<file path="src/rtl/alu_control_sequencer_if.sv">
// Decode/sequencing bus between main control (master) and the ALU control sequencer (slave).
// Optional divide-by-zero signals exist only when ALU_CTRL_DIVZERO_EN is defined.
interface alu_control_sequencer_if #(
  parameter int unsigned FUNCT_W = 6,
  parameter int unsigned OP_W    = 4
);
  logic               instr_valid;
  logic [1:0]         ALUOp;
  logic [FUNCT_W-1:0] function_field;
`ifdef ALU_CTRL_DIVZERO_EN
  logic               divisor_zero;
  logic               div_by_zero;
`endif
  logic [OP_W-1:0]    ALU_Operation;
  logic               muldiv_start;
  logic               muldiv_op;
  logic               stall;
  logic               hilo_we;

  modport master (
`ifdef ALU_CTRL_DIVZERO_EN
    output divisor_zero,
    input  div_by_zero,
`endif
    output instr_valid,
    output ALUOp,
    output function_field,
    input  ALU_Operation,
    input  muldiv_start,
    input  muldiv_op,
    input  stall,
    input  hilo_we
  );

  modport slave (
`ifdef ALU_CTRL_DIVZERO_EN
    input  divisor_zero,
    output div_by_zero,
`endif
    input  instr_valid,
    input  ALUOp,
    input  function_field,
    output ALU_Operation,
    output muldiv_start,
    output muldiv_op,
    output stall,
    output hilo_we
  );
endinterface

</file>
<file path="src/rtl/alu_control_sequencer.sv">
// ALU operation decode plus IDLE/BUSY/DONE sequencing of multi-cycle MULT/DIV.
// Optional feature macro: ALU_CTRL_DIVZERO_EN (DIV by zero skips BUSY and flags div_by_zero).
module alu_control_sequencer #(
  parameter int unsigned FUNCT_W       = 6,
  parameter int unsigned OP_W          = 4,
  parameter int unsigned MULDIV_CYCLES = 32
) (
  input logic                    clk,
  input logic                    rst,
  alu_control_sequencer_if.slave bus
);
  localparam int unsigned CntW = $clog2(MULDIV_CYCLES + 1);
  localparam logic [CntW-1:0] CntLoad = CntW'(MULDIV_CYCLES - 1);

  localparam logic [OP_W-1:0] OpAdd  = OP_W'(4'b0000);
  localparam logic [OP_W-1:0] OpSub  = OP_W'(4'b0001);
  localparam logic [OP_W-1:0] OpAddu = OP_W'(4'b0010);
  localparam logic [OP_W-1:0] OpAnd  = OP_W'(4'b0011);
  localparam logic [OP_W-1:0] OpOr   = OP_W'(4'b0100);
  localparam logic [OP_W-1:0] OpSubR = OP_W'(4'b0110);
  localparam logic [OP_W-1:0] OpSlt  = OP_W'(4'b0111);
  localparam logic [OP_W-1:0] OpMult = OP_W'(4'b1000);
  localparam logic [OP_W-1:0] OpDiv  = OP_W'(4'b1001);
  localparam logic [OP_W-1:0] OpNop  = '1;

  localparam logic [FUNCT_W-1:0] FnAdd  = FUNCT_W'(6'b100000);
  localparam logic [FUNCT_W-1:0] FnAddu = FUNCT_W'(6'b100001);
  localparam logic [FUNCT_W-1:0] FnSub  = FUNCT_W'(6'b100010);
  localparam logic [FUNCT_W-1:0] FnSlt  = FUNCT_W'(6'b101010);
  localparam logic [FUNCT_W-1:0] FnAnd  = FUNCT_W'(6'b100100);
  localparam logic [FUNCT_W-1:0] FnOr   = FUNCT_W'(6'b100101);
  localparam logic [FUNCT_W-1:0] FnMult = FUNCT_W'(6'b011000);
  localparam logic [FUNCT_W-1:0] FnDiv  = FUNCT_W'(6'b011010);

  typedef enum logic [1:0] {StIdle, StBusy, StDone} state_e;

  state_e          state_q;
  logic [CntW-1:0] cnt_q;
  logic            op_q;
  logic            dz_q;

  logic [OP_W-1:0] dec_op;
  logic            is_mul, is_div, accept, dz_accept;

  always_comb begin
    dec_op = OpNop;
    unique case (bus.ALUOp)
      2'b00: dec_op = OpAdd;
      2'b01: dec_op = OpSub;
      2'b10: begin
        case (bus.function_field)
          FnAdd:   dec_op = OpAdd;
          FnAddu:  dec_op = OpAddu;
          FnSub:   dec_op = OpSubR;
          FnSlt:   dec_op = OpSlt;
          FnAnd:   dec_op = OpAnd;
          FnOr:    dec_op = OpOr;
          FnMult:  dec_op = OpMult;
          FnDiv:   dec_op = OpDiv;
          default: dec_op = OpNop;
        endcase
      end
      default: dec_op = OpNop;
    endcase
  end

  assign is_mul = (dec_op == OpMult);
  assign is_div = (dec_op == OpDiv);
  assign accept = !rst && (state_q != StBusy) && bus.instr_valid && (is_mul || is_div);

`ifdef ALU_CTRL_DIVZERO_EN
  assign dz_accept = accept && is_div && bus.divisor_zero;
`else
  assign dz_accept = 1'b0;
`endif

  always_ff @(posedge clk) begin
    if (rst) begin
      state_q <= StIdle;
      cnt_q   <= '0;
      op_q    <= 1'b0;
      dz_q    <= 1'b0;
    end else begin
      unique case (state_q)
        StBusy: begin
          if (cnt_q == '0) state_q <= StDone;
          else             cnt_q   <= cnt_q - 1'b1;
        end
        default: begin
          // IDLE and DONE accept alike, so a DONE can chain straight into the next op.
          dz_q <= 1'b0;
          if (accept) begin
            op_q <= is_div;
            if (dz_accept) begin
              state_q <= StDone;
              dz_q    <= 1'b1;
            end else begin
              state_q <= StBusy;
              cnt_q   <= CntLoad;
            end
          end else begin
            state_q <= StIdle;
          end
        end
      endcase
    end
  end

  assign bus.ALU_Operation = (rst || state_q == StBusy) ? OpNop : dec_op;
  assign bus.muldiv_start  = accept && !dz_accept;
  assign bus.muldiv_op     = accept ? is_div : op_q;
  assign bus.stall         = !rst && (state_q == StBusy);
  assign bus.hilo_we       = !rst && (state_q == StDone) && !dz_q;
`ifdef ALU_CTRL_DIVZERO_EN
  assign bus.div_by_zero   = !rst && (state_q == StDone) && dz_q;
`endif
endmodule

</file>
<file path="src/flat_wrapper.sv">
// flat-port wrapper written by rule: the top's interface ports become plain ports
module alu_control_sequencer_flat 
#(
  parameter int unsigned FUNCT_W       = 6,
  parameter int unsigned OP_W          = 4,
  parameter int unsigned MULDIV_CYCLES = 32
)
  (clk, rst, bus_instr_valid, bus_ALUOp, bus_function_field, bus_ALU_Operation, bus_muldiv_start, bus_muldiv_op, bus_stall, bus_hilo_we);
  alu_control_sequencer_if #(.FUNCT_W(FUNCT_W), .OP_W(OP_W)) bus_i ();
  input logic clk;
  input logic rst;
  input wire logic [$bits(bus_i.instr_valid)-1:0] bus_instr_valid;
  input wire logic [$bits(bus_i.ALUOp)-1:0] bus_ALUOp;
  input wire logic [$bits(bus_i.function_field)-1:0] bus_function_field;
  output wire logic [$bits(bus_i.ALU_Operation)-1:0] bus_ALU_Operation;
  output wire logic [$bits(bus_i.muldiv_start)-1:0] bus_muldiv_start;
  output wire logic [$bits(bus_i.muldiv_op)-1:0] bus_muldiv_op;
  output wire logic [$bits(bus_i.stall)-1:0] bus_stall;
  output wire logic [$bits(bus_i.hilo_we)-1:0] bus_hilo_we;
  assign bus_i.instr_valid = bus_instr_valid;
  assign bus_i.ALUOp = bus_ALUOp;
  assign bus_i.function_field = bus_function_field;
  assign bus_ALU_Operation = bus_i.ALU_Operation;
  assign bus_muldiv_start = bus_i.muldiv_start;
  assign bus_muldiv_op = bus_i.muldiv_op;
  assign bus_stall = bus_i.stall;
  assign bus_hilo_we = bus_i.hilo_we;
  alu_control_sequencer #(.FUNCT_W(FUNCT_W), .OP_W(OP_W), .MULDIV_CYCLES(MULDIV_CYCLES)) u_core (.clk(clk), .rst(rst), .bus(bus_i));
endmodule
</file>
<file path="config.mk">
export PLATFORM = sky130hd
export DESIGN_NAME = alu_control_sequencer_flat
export DESIGN_NICKNAME = d
export VERILOG_FILES = /design/src/rtl/alu_control_sequencer_if.sv /design/src/rtl/alu_control_sequencer.sv /design/src/flat_wrapper.sv
export SDC_FILE = /design/constraint.sdc
export NUM_CORES = 1
export LEC_CHECK = 0
export BUFFER_PORTS_ARGS = -buffer_cell sky130_fd_sc_hd__buf_4
export CAP_MARGIN = 10
export CORE_MARGIN = 4
export CORE_UTILIZATION = 40
export DETAILED_ROUTE_END_ITERATION = 8
export HOLD_SLACK_MARGIN = 0.12
export PLACE_DENSITY_LB_ADDON = 0.05
export SETUP_SLACK_MARGIN = 0.2
export SLEW_MARGIN = 20
export SYNTH_ARGS = -nofsm -noshare
export SYNTH_HDL_FRONTEND = slang
export SYNTH_SLANG_ARGS = --single-unit
</file>
<file path="constraint.sdc">
create_clock -name clk -period 2.3 [get_ports clk]
set_clock_uncertainty 0.2 [all_clocks]
set_input_delay 0.115 -clock clk [delete_from_list [all_inputs] [get_ports clk]]
set_output_delay 0.115 -clock clk [all_outputs]
set_load 0.02 [all_outputs]
</file>
# Word-level counts from Yosys, hierarchy flattened

Cells that the tools add are included.

Input port bits: 11
Bits in registers: 9

Reductions and logical operators: 12
Mux-type cells: 10
Equal/unequal tests: 17
Add/subtract/negate cells: 1

Operator list:

| cell                                                   | count |
|---|---|
| equality test 6 bit (second input constant)            | 6 |
| one-hot mux 4 bit (8 select lines)                     | 1 |
| 2-to-1 mux 6 bit                                       | 3 |
| equality test 6 x 5 -> 1 bit (second input constant)   | 2 |
| one-hot mux 4 bit (3 select lines)                     | 1 |
| equality test 4 bit (second input constant)            | 2 |
| logical NOT 6 bit                                      | 1 |
| subtractor 6 x 1 -> 6 bit (second input constant)      | 1 |
| logical AND 1 bit                                      | 5 |
| equality test 2 x 1 -> 1 bit (second input constant)   | 2 |
| equality test 2 bit (second input constant)            | 2 |
| 2-to-1 mux 2 bit                                       | 2 |
| 2-to-1 mux 4 bit                                       | 1 |
| inequality test 2 x 1 -> 1 bit (second input constant) | 2 |
| logical NOT 2 bit                                      | 1 |
| logical OR 1 bit                                       | 2 |
| 2-to-1 mux 1 bit                                       | 2 |
| inequality test 2 bit (second input constant)          | 1 |
| AND reduction 2 bit                                    | 1 |
| nonzero test 2 bit                                     | 1 |
| logical NOT 1 bit                                      | 1 |

# Depth between registers and ports, before layout

Depth in word-level cells: 8
Gate-level depth with buffers: 6

# Least setup slack after synthesis

Ideal clock, no wire load.

Kind: input -> output
From: input port bus_ALUOp[0]
To: output port bus_muldiv_op
Stages: 5
Path slack: 0.472 ns
Arrival: 1.513 ns
Buffers on the path: 0
Path through: or3_1 nor3_1 nand2_1 inv_1 mux2_2

Longest elaborated chain between the ends: 6
Elaborated cells on any way between the ends: 9
Those cells by class: eq/ne: 4; mux: 2; reduce/logical: 3

RTL lines:

| what                                              | line                                                     | source |
|---|---|---|
| from (decl)                                       | flat_wrapper.sv:13                                       | `input wire logic [$bits(bus_i.ALUOp)-1:0] bus_ALUOp;` |
| equality test 2 bit, or another cell as far along | alu_control_sequencer.sv:47                              | `unique case (bus.ALUOp)` |
| one-hot mux 4 bit (3 select lines) *              | alu_control_sequencer.sv:47                              |  |
| equality test 4 bit, on equally long branches     | alu_control_sequencer.sv:67, alu_control_sequencer.sv:68 |  |
| logical OR 1 bit *                                | alu_control_sequencer.sv:69                              | `assign accept = !rst && (state_q != StBusy) && bus.instr_valid && (is_mul \|\| is_div);` |
| logical AND 1 bit *                               | alu_control_sequencer.sv:69                              |  |
| net bus_muldiv_start                              | flat_wrapper.sv:16                                       | `output wire logic [$bits(bus_i.muldiv_start)-1:0] bus_muldiv_start;` |
| 2-to-1 mux 1 bit *                                | --                                                       |  |
| to (decl)                                         | flat_wrapper.sv:17                                       | `output wire logic [$bits(bus_i.muldiv_op)-1:0] bus_muldiv_op;` |

Mark *: on every way through the listed nets, which the timed path passes. The rest lies on a longest branch.

# Final worst setup path

From: input port rst
To: output port bus_muldiv_op

Longest elaborated chain between the ends: 5

RTL lines:

| what                           | line                        | source |
|---|---|---|
| from (decl)                    | flat_wrapper.sv:11          | `input logic rst;` |
| logical NOT 1 bit              | alu_control_sequencer.sv:69 |  |
| logical AND 1 bit (3 in a row) | alu_control_sequencer.sv:69 |  |
| 2-to-1 mux 1 bit               | --                          |  |

Every way passes these cells.

==> qor.yml <==
synth:
  netlist_area_um2: 634
  yosysWarnings: 0
  synth_cells: 80
  seq_area_frac_synth_pct: 28.4
  synth_cell_types: 30
  synth.net_count: 92
  avgSynthCellArea_um2: 7.93
  yosysTopAreaCell: "dfxtp_1"
  synth-edff-count: 0
  ys_ff_latch: 9
  yosys_most_used_dff: "dfxtp_1"
  synth_commonest_cells: "dfxtp_1 (9), nor2_1 (9), nand2_1 (8), a21oi_1 (7)"
  async_reset_ff_share_pct: 0
  synth_area_leaders: "dfxtp_1 (28%), a21oi_1 (5.5%), nor2_1 (5.3%)"
  yosysTopAreaCellShare_pct: 28.4
critical_path:
  crit_type: "in2out"
  critical_path_arrival_ns: 1.72
  worstSetupEndpointType: "primary output"
  crit_top_cell: "buf_4"
  path_delay_family: "buffers and inverters"
  critPathMaxStageDelay_ns: 0.54
  crit_fanout: 12
  crit_required_ns: 1.99
  critPathBufInv: 4
  crit_slowest_cell: "dlygate4sd3_1"
  crit_chain: "dlygate4sd3_1, buf_4, nor2_2, nand2_2, inv_2, mux2_2, buf_4"
  worstSetupStartpointType: "input port"
detailed_routing:
  wl_mm: 1.59
  drtIter0Drc: 27
  vias: 679
  drt-vias-per-instance: 5.61
  firstDrtPassIters: 4
  postRouteAntennaNets: 0
  wl_per_cell_um: 13.1
  drc: 0
power:
  power_density_nw_per_um2: 391
  leakage_nw: 0.321
  peakVddDrop_mv: 0.414
  p_total_uw: 341
sta:
  fin_tns_setup_ns: 0
  finalMaxSlewViolations: 0
  fmax_ghz: 0.492
  period_needed_ns: 2.03
  slew_headroom_pct: 68.7
  fin_crit_sh_pct: 88.3
  final-hold-violation-count: 0
  worst_slew_pin_slew_ns: 0.466
  rsz0062_at_grt: "false"
  setup_viol: 0
  fin_ws_ns: 0.268
global_route:
  grt_pass1_vias: 583
  track_usage_pct: 15.5
  grt.overflow.total: 0
  grt_pass1_wl_mm: 2.46
  grt_max_degree: 13
  antenna_found_initial: 0
clock_network:
  cts_buffers: 3
  clock_path_buffers: 2
  insertion_delay_ns: 0.26
  root_buffer: "clkbuf_4"
  cts.htree.levels: 1
  clock-sinks: 9
  path_clk_slew_ns: 0.06
  cts_tree: "yes"
final_layout:
  nNetsFinal: 118
  final_cell_area_um2: 873
  area_growth_pct: 37.7
  drive_above_1_share_pct: 34.3
  fin_util_pct: 58.0
  antenna_cells: 0
run:
  max-cap-violations: 0
run_status:
  outcome: "completed"
placement:
  placed_area_um2: 790
  pre_cts_ws_ns: 0.292
  place.gp.congestion: 0.811
  port_buffers: 18
  hpwl_mm: 1.19
floorplan:
  initial_core_util_pct: 42.1
  fp.dieH_um: 47.8
  core_area_um2: 1510
  fp-row-count: 14
  ios: 19
  die_area_um2: 2290
  die_w_um: 47.8
hold_path:
  min_path_type: "in2reg"
==> worst min-delay path: cells and delay by family <==
family	cells	cell delay, ns
AOI/OAI and AO/OA	1	0.07
buffers and inverters	1	0.11
and+or+nand+nor	3	0.25
==> cell type report <==
type                    count  area, um^2
fillers                   138         633
multi-input cells          66         453
repair buffers             23         183
flip-flops and latches      9         180
clock buffers               4        26.3
well taps                  16        20.0
inverters                   3        11.3
==> registers in the layout, summed over array words and instances (netlist names) <==
register,flops
u_core.state_q,2
u_core.op_q,1
u_core.cnt_q,6
==> through the flow <==
stage / hold slack, ns / cells
3_5_place_dp: 0.187 / 113
5_1_grt: 0.148 / 121
2_1_floorplan: -0.0120 / 80
4_1_cts: 0.129 / 121
6_report: 0.131 / 121
3_3_place_gp: 0.187 / 113
==> power by group <==
group          leakage (nW)  switching, mW  internal, mW
Clock                0.0150         0.0546        0.0668
Sequential           0.0725       0.000397         0.156
Combinational         0.233         0.0321        0.0310
Total                 0.321         0.0872         0.254
==> worst paths after layout <==
check               startpoint  cells past startpoint              end  slack, ns
max                        rst                      7    bus_muldiv_op       0.27
min            bus_instr_valid                      5  u_core.cnt_q[1]       0.13
max reg2reg  u_core.state_q[0]                      4  u_core.cnt_q[5]       0.39
min reg2reg        u_core.op_q                      2      u_core.op_q       0.30
==> logic make-up after synthesis <==
logic type	after synthesis	share of synthesized area, %
AO/OA/AOI/OAI	22	22.7
adder cells (fa/ha/maj)	1	1.97
buffers and inverters	5	2.96
flip-flops	9	28.4
multiplexers	4	6.90
AND/OR/NAND/NOR	39	37.1
==> cells in the final DEF (no fill, tap or decap), types with 2 or more instances in the layout <==
| master | synthesis | routed |
|---|---|---|
| nand3b_1 | 4 | 4 |
| clkbuf_4 | 0 | 3 |
| a211oi_1 | 2 | 2 |
| mux2_2 | 3 | 3 |
| o21ai_0 | 3 | 3 |
| buf_4 | 0 | 19 |
| dlygate4sd3_1 | 0 | 4 |
| or3_1 | 2 | 2 |
| nand2_1 | 8 | 7 |
| o31ai_1 | 4 | 4 |
| a21oi_1 | 7 | 7 |
| a31oi_1 | 2 | 2 |
| inv_1 | 3 | 2 |
| dfxtp_1 | 9 | 9 |
| nor2_1 | 9 | 8 |
| nor3_1 | 4 | 3 |
==> layer usage <==
layer	share of wire (%)	global-route usage, %
met3	8.1	6.77
met1	47	21.4
met4	0	3.23
met5	0	0
met2	44	22.2
==> repair_timing <==
action	4_1_cts	5_1_grt
endpoints found under the setup margin	1	3
endpoints found under the hold margin	9	0
hold buffers	4	0
setup buffers	0	0
gates resized for setup	2	4
No activity file was read; power rests on OpenSTA's default activity.
